<file path="src/rtl/fifo_pkg.sv">
// Shared constants for the FIFO drain block: default word width and the
// width of the completed-transfer counter.
package fifo_pkg;
    localparam int DATA_WIDTH_DEF = 8;
    localparam int WORDS_W        = 16;
endpackage

</file>
<file path="src/rtl/fifo_drain_skid_buf2.sv">
// Two-entry FIFO-ordered store. The head word and the valid flag are plain
// registers so the stream outputs come straight from flops.
module skid_buf2
    import fifo_pkg::*;
#(
    parameter int DW = DATA_WIDTH_DEF
) (
    input  logic          clk,
    input  logic          rst_n,
    input  logic          push_i,
    input  logic [DW-1:0] din_i,
    input  logic          pop_i,
    output logic [DW-1:0] dout_o,
    output logic          valid_o,
    output logic [1:0]    occ_o
);
    logic [DW-1:0] head_q, head_d, tail_q, tail_d;
    logic [1:0]    occ_q, occ_d;
    logic          valid_q;

    always_comb begin
        head_d = head_q;
        tail_d = tail_q;
        occ_d  = occ_q;
        unique case ({push_i, pop_i})
            2'b10: begin
                if (occ_q == 2'd0) head_d = din_i;
                else               tail_d = din_i;
                occ_d = occ_q + 2'd1;
            end
            2'b01: begin
                head_d = tail_q;
                occ_d  = occ_q - 2'd1;
            end
            2'b11: begin
                // Occupancy is unchanged: drop the head, append the new word.
                if (occ_q == 2'd2) begin
                    head_d = tail_q;
                    tail_d = din_i;
                end else begin
                    head_d = din_i;
                end
            end
            default: ;
        endcase
    end

    always_ff @(posedge clk or negedge rst_n) begin
        if (!rst_n) begin
            head_q  <= '0;
            tail_q  <= '0;
            occ_q   <= 2'd0;
            valid_q <= 1'b0;
        end else begin
            head_q  <= head_d;
            tail_q  <= tail_d;
            occ_q   <= occ_d;
            valid_q <= (occ_d != 2'd0);
        end
    end

    assign dout_o  = head_q;
    assign valid_o = valid_q;
    assign occ_o   = occ_q;
endmodule

</file>
<file path="src/rtl/fifo_drain.sv">
// Drains a registered-output FIFO into a valid/ready stream with credit-based
// read issue so the 2-entry store can never overflow.
module fifo_drain
    import fifo_pkg::*;
#(
    parameter int DATA_WIDTH = DATA_WIDTH_DEF
) (
    input  logic                  clk,
    input  logic                  rst_n,
    input  logic                  drain_en,
    input  logic                  fifo_empty,
    input  logic [DATA_WIDTH-1:0] fifo_dout,
    input  logic                  fifo_valid,
    output logic                  fifo_rd_en,
    output logic [DATA_WIDTH-1:0] m_data,
    output logic                  m_valid,
    input  logic                  m_ready,
    output logic [WORDS_W-1:0]    words_out
);
    logic               inflight_q, armed_q;
    logic [1:0]         occ;
    logic               pop;
    logic [2:0]         credit;
    logic [WORDS_W-1:0] words_q, words_d;

    skid_buf2 #(.DW(DATA_WIDTH)) u_store (
        .clk     (clk),
        .rst_n   (rst_n),
        .push_i  (fifo_valid),
        .din_i   (fifo_dout),
        .pop_i   (pop),
        .dout_o  (m_data),
        .valid_o (m_valid),
        .occ_o   (occ)
    );

    assign pop    = m_valid & m_ready;
    assign credit = {1'b0, occ} + {2'b00, inflight_q} - {2'b00, pop};
    // armed_q is cleared asynchronously and only sets on the first edge after
    // release, which also keeps the strobe low throughout reset.
    assign fifo_rd_en = armed_q & drain_en & ~fifo_empty & (credit < 3'd2);
    assign words_d    = pop ? words_q + WORDS_W'(1) : words_q;

    always_ff @(posedge clk or negedge rst_n) begin
        if (!rst_n) begin
            inflight_q <= 1'b0;
            armed_q    <= 1'b0;
            words_q    <= '0;
        end else begin
            inflight_q <= fifo_rd_en;
            armed_q    <= 1'b1;
            words_q    <= words_d;
        end
    end

    assign words_out = words_q;
endmodule

</file>
<file path="config.mk">
export PLATFORM = sky130hd
export DESIGN_NAME = fifo_drain
export DESIGN_NICKNAME = d
export VERILOG_FILES = /design/src/rtl/fifo_pkg.sv /design/src/rtl/fifo_drain_skid_buf2.sv /design/src/rtl/fifo_drain.sv
export SDC_FILE = /design/constraint.sdc
export NUM_CORES = 1
export LEC_CHECK = 0
export CAP_MARGIN = 20
export CORE_MARGIN = 3
export CORE_UTILIZATION = 49
export CTS_CLUSTER_DIAMETER = 200
export DETAILED_ROUTE_END_ITERATION = 10
export GPL_TIMING_DRIVEN = 0
export PLACE_DENSITY = 0.79
export SLEW_MARGIN = 20
export SYNTH_ARGS = -nofsm -noshare
export SYNTH_HDL_FRONTEND = slang
export SYNTH_SLANG_ARGS = --single-unit
</file>
<file path="constraint.sdc">
create_clock -name clk -period 3.1 [get_ports clk]
set_clock_uncertainty 0.2 [all_clocks]
set_input_delay 0.62 -clock clk [delete_from_list [all_inputs] [get_ports clk]]
set_output_delay 0.62 -clock clk [all_outputs]
set_load 0.05 [all_outputs]
</file>
==> flow_metrics.py, run 1 <==
metrics = {
    "outcome": {
        "outcome": "completed",
    },
    "power_and_ir_drop": {
        "switchingPower_uw": 998.8,
        "p_int_uw": 1236,
        "seqPwrFrac": 0.353,
        "p_comb_frac": 0.538,
        "swShare": 0.4470,
        "vdd_drop_max_mv": 0.5370,
        "p_clk_frac": 0.109,
        "power.leakage_uw": 0.001004,
        "power.density_nw_per_um2": 988.8,
    },
    "drt": {
        "wl_met2_mm": 1.836,
        "vias_per_cell": 5.256,
        "wl_met1_mm": 1.454,
        "wire_per_inst_um": 14.91,
        "first_iter_violations": 44,
        "drt-total-wl_mm": 3.490,
        "dr_total_vias": 1230,
        "highest_layer": "met4",
        "first_pass_iters": 4,
        "ant_nets": 0,
        "dr_wl_met3_um": 128,
        "drc": 0,
    },
    "cells_and_area": {
        "multi_input_area_um2": 754.5,
        "drive_gt1_frac": 0.1895,
        "area_delta_synth_final_pct": 34.88,
        "layout.nets": 205,
        "n_antenna_cell": 0,
        "finalNonFillerCells": 234,
        "ff_latch_area_um2": 925.9,
        "fillers": 237,
    },
    "synthesis": {
        "synth_fp_nets": 156,
        "syn_area_um2": 1675,
        "netlist.area_leader.share": 0.5527,
        "ys_types": 30,
        "yosysSeqAreaShare": 0.5527,
        "yosys_most_used_dff": "dfrtp_1",
        "synthTopCellsByCount": "dfrtp_1, xnor2_1, nand2_1",
        "avgSynthCellArea_um2": 11.97,
        "ys_ff_latch": 37,
        "synth_edf_count": 0,
        "synthArstFlopShare": 1.000,
        "synth_top_cell_by_area": "dfrtp_1",
        "yosys_warnings": 0,
        "netlist_instances": 140,
        "synth.most_common_cell": "dfrtp_1",
        "synth_area_leaders": "dfrtp_1, xnor2_1, mux2_2, a22o_1, a21o_1",
    },
    "clock_tree": {
        "numCtsBuffers": 5,
        "cts-root-buf": "clkbuf_4",
        "clk_pin_slew_worst_paths_ns": 0.11,
        "htreeDepth": 2,
        "cts_tree": "yes",
        "cts.sinks": 37,
        "cts.path.max_buffers": 2,
        "clk_latency_ns": 0.34,
    },
    "place": {
        "detailed_place_hpwl_mm": 2.554,
        "place.gp.congestion": 0.7372,
        "dp_slack_ns": -1.086,
        "dp_cells": 223,
        "io_buffers": 38,
    },
    "floorplan": {
        "die_area_um2": 4157,
        "rows": 20,
        "dieHeight_um": 64.48,
        "core_area_um2": 3153,
        "ios": 40,
        "die_w_um": 64.48,
        "floorplan.initialDensity": 0.5313,
    },
    "sta": {
        "clock.fmax_mhz": 335.3,
        "hold_viol": 0,
        "setup_viol": 0,
        "rsz0062_at_grt": "false",
        "finalMaxSlewViolations": 0,
        "tightest_slew_ns": 0.5670,
        "finalCritPeriodShare": 0.9621,
        "finalWorstSetupSlack_ns": 0.1175,
        "layout_min_cycle_time_ns": 2.982,
        "relSlewSlack": 0.6206,
    },
    "worst_setup_path": {
        "worstPathArrival_ns": 2.16,
        "r2r-end": "u_store.dout_o[5]$_DFFE_PN0P_",
        "r2r-start": "u_store.occ_o[1]$_DFF_PN0_",
        "cp-start-kind": "flop",
        "criticalPathCategory": "flop to primary output",
        "cp-end-kind": "primary output",
        "crit_start": "u_store.valid_o$_DFF_PN0_",
        "cp_max_fo": 9,
        "rr_worst_depth": 5,
        "r2r_slack_ns": 1.05,
        "required_ns": 2.28,
        "crit_end": "fifo_rd_en",
    },
    "run": {
        "cap_violations": 0,
    },
    "min_path": {
        "hold_class": "flop to flop",
    },
    "grt": {
        "grt_pass1_vias": 1340,
        "grt_pass1_wl_mm": 6.051,
        "grt.overflow.total": 0,
        "antenna_found_initial": 0,
        "track_usage": 0.1910,
        "grt_max_degree": 31,
    },
}
## critical path, cell delays in order (launching register included)
cell,delay [ns]
dfrtp_1,0.40
buf_4,0.13
buf_4,0.15
nand2_8,0.09
nor2_1,0.06
fa_1,0.53
nand4b_1,0.15
nor2_4,0.15
buf_6,0.16
## placed cells by master, fill, tap and decap left out, types with 4 or more instances in the layout
cell type        Yosys  final
nand3_1              5      5
nor3_1               4      4
dfrtp_1             37     37
a22o_1               8      8
clkdlybuf4s50_1      0     35
buf_4                0      4
a21o_1               8      8
mux2_2               8      8
clkbuf_4             0      5
nor2_1               8      7
inv_1                4      4
nand2_1              9      9
xor2_1               5      5
xnor2_1             14     13
## registers in the layout (all words and copies together) (netlist names)
signal and count:
armed_q 1, inflight_q 1, u_store.dout_o 8, u_store.occ_o 2
u_store.tail_q 8, u_store.valid_o 1, words_out 16
## routing by layer
| metal | vias to the layer above | track usage |
|---|---|---|
| li1 | 582 | - |
| met3 | 8 | 0.05026 |
| met1 | 607 | 0.2089 |
| met5 | - | 0 |
| met2 | 33 | 0.3454 |
| met4 | 0 | 0.08443 |
## per-stage QoR
stage,setup TNS [ns],total power [uW],instance area (um^2),hold slack (ns),util
5_1_grt,0,2372,2260,0.3207,0.7167
3_5_place_dp,-1.086,1933,2133,0.2753,0.6766
6_report,0,2234,2260,0.2906,0.7167
4_1_cts,0,2236,2247,0.2940,0.7127
2_1_floorplan,0,1570,1683,0.1244,-
3_3_place_gp,-0.9991,1877,2118,0.2601,0.6718
## power groups by stage
stage,sequential (uW),combinational (uW),clock (uW)
2_1_floorplan,1140,429,0
3_3_place_gp,785,1090,0
3_5_place_dp,798,1140,0
4_1_cts,787,1200,252
5_1_grt,817,1280,273
6_report,789,1200,243
## cells by family after synthesis
| group | Yosys count | synth area share |
|---|---|---|
| flip-flops | 37 | 0.5527 |
| AND/OR/NAND/NOR | 42 | 0.1412 |
| multiplexers | 8 | 0.05377 |
| AO/OA/AOI/OAI | 22 | 0.1046 |
| adder cells (fa/ha/maj) | 2 | 0.01942 |
| other | 1 | 0.002238 |
| XOR/XNOR | 19 | 0.09933 |
| buffers and inverters | 9 | 0.02688 |
## worst min path at each step
| stage | start | end | cells after the start |
|---|---|---|---|
| floorplan | rst_n | armed_q$_DFF_PN0_ | 0 |
| global placement | words_out[15]$_DFFE_PN0P_ | words_out[15]$_DFFE_PN0P_ | 1 |
| detailed placement | rst_n | words_out[3]$_DFFE_PN0P_ | 1 |
| CTS | words_out[15]$_DFFE_PN0P_ | words_out[15]$_DFFE_PN0P_ | 1 |
| global route | words_out[15]$_DFFE_PN0P_ | words_out[15]$_DFFE_PN0P_ | 1 |
| finish | words_out[15]$_DFFE_PN0P_ | words_out[15]$_DFFE_PN0P_ | 1 |
## area by class of cell
class | count | area share
Buffer | 4 | 0.01218
Clock buffer | 6 | 0.01827
Clock inverter | 2 | 0.004430
Inverter | 4 | 0.006645
Multi-Input combinational cell | 94 | 0.3339
Sequential cell | 37 | 0.4097
Tap cell | 44 | 0.02436
Timing Repair Buffer | 43 | 0.1905
## timing repair
| item | CTS | global route |
|---|---|---|
| setup buffers | 2 | 1 |
| resized for setup | 18 | 4 |
| endpoints found under the setup margin | 1 | 1 |
| hold endpoints to repair | 7 | 0 |
| pin swaps | 3 | 2 |
| hold buffers | 1 | 0 |
(Power assumes the default switching activity.)
==> run 2, diff against run 1 <==
- SETUP_SLACK_MARGIN: default -> 0.4
==> run 2 against run 1 <==
- register-to-register slack lost 0.05 ns
- final cell count up 0.43%
- setup slack worse by 0.063 ns
- clock power grew 44%
- sequential power is 0.5% lower
- critical endpoint unchanged
- largest cell class unchanged
==> flow_metrics.py, run 2 (synthesized netlist as in run 1, its figures left out) <==
metrics = {
    "outcome": {
        "outcome": "completed",
    },
    "sta": {
        "layout_min_cycle_time_ns": 3.046,
        "clock.fmax_mhz": 328.3,
        "rsz0062_at_grt": "true",
        "hold_viol": 0,
        "tightest_slew_ns": 0.5800,
        "finalCritPeriodShare": 0.9825,
        "relSlewSlack": 0.6119,
        "setup_viol": 0,
        "hold_ws_ns": 0.2848,
        "finalMaxSlewViolations": 0,
    },
    "clock_tree": {
        "cts_tree": "yes",
        "cts-root-buf": "clkbuf_4",
        "numCtsBuffers": 5,
        "htreeDepth": 2,
        "clk_latency_ns": 0.34,
        "cts.sinks": 37,
        "cts.path.max_buffers": 2,
        "clk_pin_slew_worst_paths_ns": 0.11,
    },
    "drt": {
        "drt-total-wl_mm": 3.311,
        "wire_per_inst_um": 14.09,
        "ant_nets": 0,
        "first_pass_iters": 4,
        "dr_total_vias": 1242,
        "drc": 0,
        "first_iter_violations": 38,
        "vias_per_cell": 5.285,
    },
    "worst_setup_path": {
        "worst-path-buf-inv": 2,
        "max_stage_delay_ns": 0.48,
        "cp_max_fo": 2,
        "slowest_stage": "fa_1",
        "cp-end-kind": "primary output",
        "criticalPathCategory": "flop to primary output",
        "required_ns": 2.28,
        "cp-start-kind": "flop",
        "worstPathArrival_ns": 2.23,
        "critPathMostFrequentCell": "buf_8",
        "crit_chain": "and2_4 > buf_8 > xnor2_4 > nand2b_4 > fa_1 > nand4b_1 > nor2_4 > buf_8",
        "crit_family": "simple AND/OR/NAND/NOR gates",
    },
    "cells_and_area": {
        "finalNonFillerCells": 235,
        "largest_register_ffs": 16,
        "final_cell_mix": "dfrtp_1, clkdlybuf4s50_1, xnor2_1",
        "final_common_cell": "dfrtp_1",
        "drive_gt1_frac": 0.2042,
        "area_delta_synth_final_pct": 37.42,
        "fillers": 227,
        "layout.nets": 206,
        "n_antenna_cell": 0,
    },
    "power_and_ir_drop": {
        "power.leakage_uw": 0.001024,
        "vdd_drop_max_mv": 0.7715,
        "power_uw": 2316,
        "power.density_nw_per_um2": 1006,
    },
    "place": {
        "place.gp.congestion": 0.7197,
        "dp_cells": 223,
        "detailed_place_hpwl_mm": 2.396,
        "io_buffers": 38,
    },
    "grt": {
        "track_usage": 0.1741,
        "grt_pass1_wl_mm": 5.499,
        "grt_max_degree": 24,
        "grt.overflow.total": 0,
        "antenna_found_initial": 0,
        "grt_pass1_vias": 1248,
    },
    "run": {
        "cap_violations": 0,
    },
    "floorplan": {
        "ios": 40,
        "core_area_um2": 3153,
        "die_area_um2": 4157,
        "die_w_um": 64.48,
        "floorplan.initialDensity": 0.5313,
        "rows": 20,
        "dieHeight_um": 64.48,
    },
    "min_path": {
        "hold_class": "flop to flop",
    },
}
[run 2: layout make-up]
type / instances / area (um^2) / area share
flip-flops and latches: 37 / 927.1 / 0.4027
multi-input cells: 94 / 740.7 / 0.3217
repair buffers: 43 / 435.4 / 0.1891
well taps: 44 / 55.05 / 0.02391
clock buffers: 6 / 51.30 / 0.02228
plain buffers: 5 / 40.04 / 0.01739
clock inverters: 2 / 37.54 / 0.01630
inverters: 4 / 15.01 / 0.006522
[run 2: timing repair]
action                                  4_1_cts  5_1_grt
endpoints found under the hold margin        14        0
gates resized for setup                      15        0
hold buffers                                  1        0
endpoints found under the setup margin        1        1
pin swaps                                     2        1
cloned                                        0        0
setup buffers                                 2        1
[run 2: worst paths after layout]
path / startpoint / endpoint / slack (ns) / cells past startpoint
max: u_store.valid_o$_DFF_PN0_ / fifo_rd_en / 0.05 / 8
min: words_out[15]$_DFFE_PN0P_ / words_out[15]$_DFFE_PN0P_ / 0.28 / 1
max reg2reg: u_store.valid_o$_DFF_PN0_ / inflight_q$_DFF_PN0_ / 1.00 / 8
min reg2reg: words_out[15]$_DFFE_PN0P_ / words_out[15]$_DFFE_PN0P_ / 0.28 / 1
max in group asynchronous: rst_n / u_store.valid_o$_DFF_PN0_ / 1.73 / 3
min in group asynchronous: rst_n / words_out[5]$_DFFE_PN0P_ / 0.52 / 2
[run 2: power by group]
part	switching [uW]	internal (uW)	total, uW
clock	158	192	350
sequential	126	659	785
combinational	696	486	1180
[run 2: metal layers]
metal	share of wire	vias to the layer above	global-route usage
li1	-	589	-
met1	0.39	614	0.1936
met2	0.53	33	0.3015
met3	0.068	6	0.06759
met4	0.011	0	0.06332
met5	0	-	0
[run 2: through the flow]
stage / TNS, ns / worst slack, ns / area (um^2) / utilization
4_1_cts: 0 / 0.008894 / 2295 / 0.7278
5_1_grt: -0.05301 / -0.05301 / 2302 / 0.7302
3_3_place_gp: -0.9071 / -0.9071 / 2141 / 0.6790
3_5_place_dp: -0.9668 / -0.9668 / 2163 / 0.6861
2_1_floorplan: 0 / 0.2254 / 1705 / -
6_report: 0 / 0.05412 / 2302 / 0.7302
==> run 3, diff against run 2 <==
- CORE_UTILIZATION: 49 -> 44
- PLACE_DENSITY: 0.79 -> 0.75
- clock period: 3.1 -> 2.48 ns (I/O delays scaled with it)
==> run 3 against run 2 <==
- the run now ends with setup timing left
- critical path type unchanged
- core utilization is 6.4 points lower
- worst hold slack worse by 0.0069 ns
- critical path depth did not move
- via count is 0.48% higher
- sequential cell count did not move
- count of clock-buffer cells in the layout rose by 1
- register-to-register slack lost 0.76 ns
==> flow_metrics.py, run 3 (synthesized netlist as in run 1, its figures left out) <==
metrics = {
    "outcome": {
        "outcome": "finished with violations",
        "violations": "setup timing",
    },
    "clock_tree": {
        "cts-root-buf": "clkbuf_8",
        "numCtsBuffers": 5,
        "cts_tree": "yes",
        "htreeDepth": 2,
        "clk_latency_ns": 0.28,
        "clk_pin_slew_worst_paths_ns": 0.07,
        "cts.path.max_buffers": 2,
        "cts.sinks": 37,
    },
    "grt": {
        "antenna_found_initial": 0,
        "grt.overflow.total": 0,
        "grt_max_degree": 30,
        "track_usage": 0.1841,
        "grt_pass1_wl_mm": 6.127,
        "grt_pass1_vias": 1327,
    },
    "place": {
        "dp_cells": 225,
        "placed_area_um2": 2163,
        "place.gp.congestion": 0.7698,
        "detailed_place_hpwl_mm": 2.598,
        "io_buffers": 38,
    },
    "run": {
        "cap_violations": 0,
    },
    "worst_setup_path": {
        "required_ns": 1.78,
        "r2r-end": "inflight_q$_DFF_PN0_",
        "worstPathArrival_ns": 2.21,
        "r2r_slack_ns": 0.24,
        "criticalPathCategory": "flop to primary output",
        "cp-end-kind": "primary output",
        "cp-start-kind": "flop",
        "r2r-start": "u_store.valid_o$_DFF_PN0_",
        "rr_worst_depth": 9,
        "cp_max_fo": 2,
    },
    "drt": {
        "first_iter_violations": 62,
        "wire_per_inst_um": 15.33,
        "first_pass_iters": 4,
        "drc": 0,
        "ant_nets": 0,
        "dr_total_vias": 1248,
        "vias_per_cell": 5.222,
        "drt-total-wl_mm": 3.664,
    },
    "sta": {
        "layout_min_cycle_time_ns": 2.911,
        "finalWorstSetupSlack_ns": -0.4305,
        "hold_viol": 0,
        "relSlewSlack": 0.6558,
        "hold_ws_ns": 0.2779,
        "finalMaxSlewViolations": 0,
        "clock.fmax_mhz": 343.6,
        "setup_viol": 1,
        "finalCritPeriodShare": 1.174,
        "rsz0062_at_grt": "true",
        "tightest_slew_ns": 0.5183,
    },
    "floorplan": {
        "die_area_um2": 4584,
        "die_w_um": 67.71,
        "ios": 40,
        "core_area_um2": 3495,
        "rows": 21,
        "dieHeight_um": 67.71,
        "floorplan.initialDensity": 0.4794,
    },
    "cells_and_area": {
        "multi_input_area_um2": 758.2,
        "layout.nets": 208,
        "final_common_cell": "dfrtp_1",
        "finalInstanceArea_um2": 2328,
        "drive_gt1_frac": 0.2228,
        "area_delta_synth_final_pct": 38.98,
        "n_antenna_cell": 0,
        "finalNonFillerCells": 239,
        "largest_register_ffs": 16,
        "final_cell_mix": "dfrtp_1, dlygate4sd2_1, xnor2_1",
        "fillers": 277,
        "ff_latch_area_um2": 929.6,
    },
    "power_and_ir_drop": {
        "power_uw": 2957,
        "vdd_drop_max_mv": 0.8666,
        "power.leakage_uw": 0.001101,
        "power.density_nw_per_um2": 1270,
    },
    "min_path": {
        "min_to": "words_out[15]$_DFFE_PN0P_",
        "holdPathStages": 1,
        "hold_class": "flop to flop",
        "holdCritStartpoint": "words_out[15]$_DFFE_PN0P_",
    },
}
## run 3: where the power goes
group	leakage [uW]	switching, uW	internal, uW	total (uW)
Sequential	0.000445	166	830	996
Combinational	0.000598	896	540	1440
Clock	0.0000585	197	328	524
Total	0.00110	1260	1700	2960
## run 3: timing repair
item                                   CTS  global route
endpoints found under the hold margin    8             0
pin swaps                                3             3
setup buffers                            3             2
hold buffers                             1             0
setup endpoints to repair               47            10
resized for setup                       38             4
## run 3: worst max-delay path: stages, from the launching register on
cell and delay, ns:
dfrtp_2 0.41, and2_4 0.14, buf_6 0.12, xnor2_4 0.13, nand2b_4 0.14, fa_1 0.49
nand4b_1 0.16, nor2_4 0.16, buf_8 0.16
## run 3: stage by stage
stage | worst slack (ns) | util | TNS, ns
global route | -0.4972 | 0.6663 | -0.4972
detailed placement | -1.372 | 0.6190 | -1.503
CTS | -0.4887 | 0.6559 | -0.4887
floorplan | -0.2080 | - | -0.2080
finish | -0.4305 | 0.6663 | -0.4305
global placement | -1.305 | 0.6148 | -3.129
## run 3: cell type report
class / instances / share of cell area
buffer: 5 / 0.01558
sequential: 37 / 0.3992
inverter: 4 / 0.006448
clock buffer: 7 / 0.03708
multi-input combinational: 94 / 0.3256
timing repair buffer: 45 / 0.1784
tap: 46 / 0.02472
clock inverter: 1 / 0.01290
## run 3: worst max-delay path by stage
stage,from,end,slack [ns],depth (start not counted)
floorplan,u_store.valid_o$_DFF_PN0_,fifo_rd_en,-0.21,7
global placement,m_ready,fifo_rd_en,-1.30,9
detailed placement,m_ready,fifo_rd_en,-1.37,9
CTS,u_store.valid_o$_DFF_PN0_,fifo_rd_en,-0.49,8
global route,u_store.valid_o$_DFF_PN0_,fifo_rd_en,-0.50,8
finish,u_store.valid_o$_DFF_PN0_,fifo_rd_en,-0.43,8
## run 3: per-layer routing
| metal | global-route usage | part of all wire | up-vias |
|---|---|---|---|
| met1 | 0.2241 | 0.41 | 620 |
| li1 | - | - | 588 |
| met4 | 0.05823 | 0.013 | 0 |
| met3 | 0.05324 | 0.050 | 6 |
| met5 | 0 | 0 | - |
| met2 | 0.3123 | 0.53 | 34 |
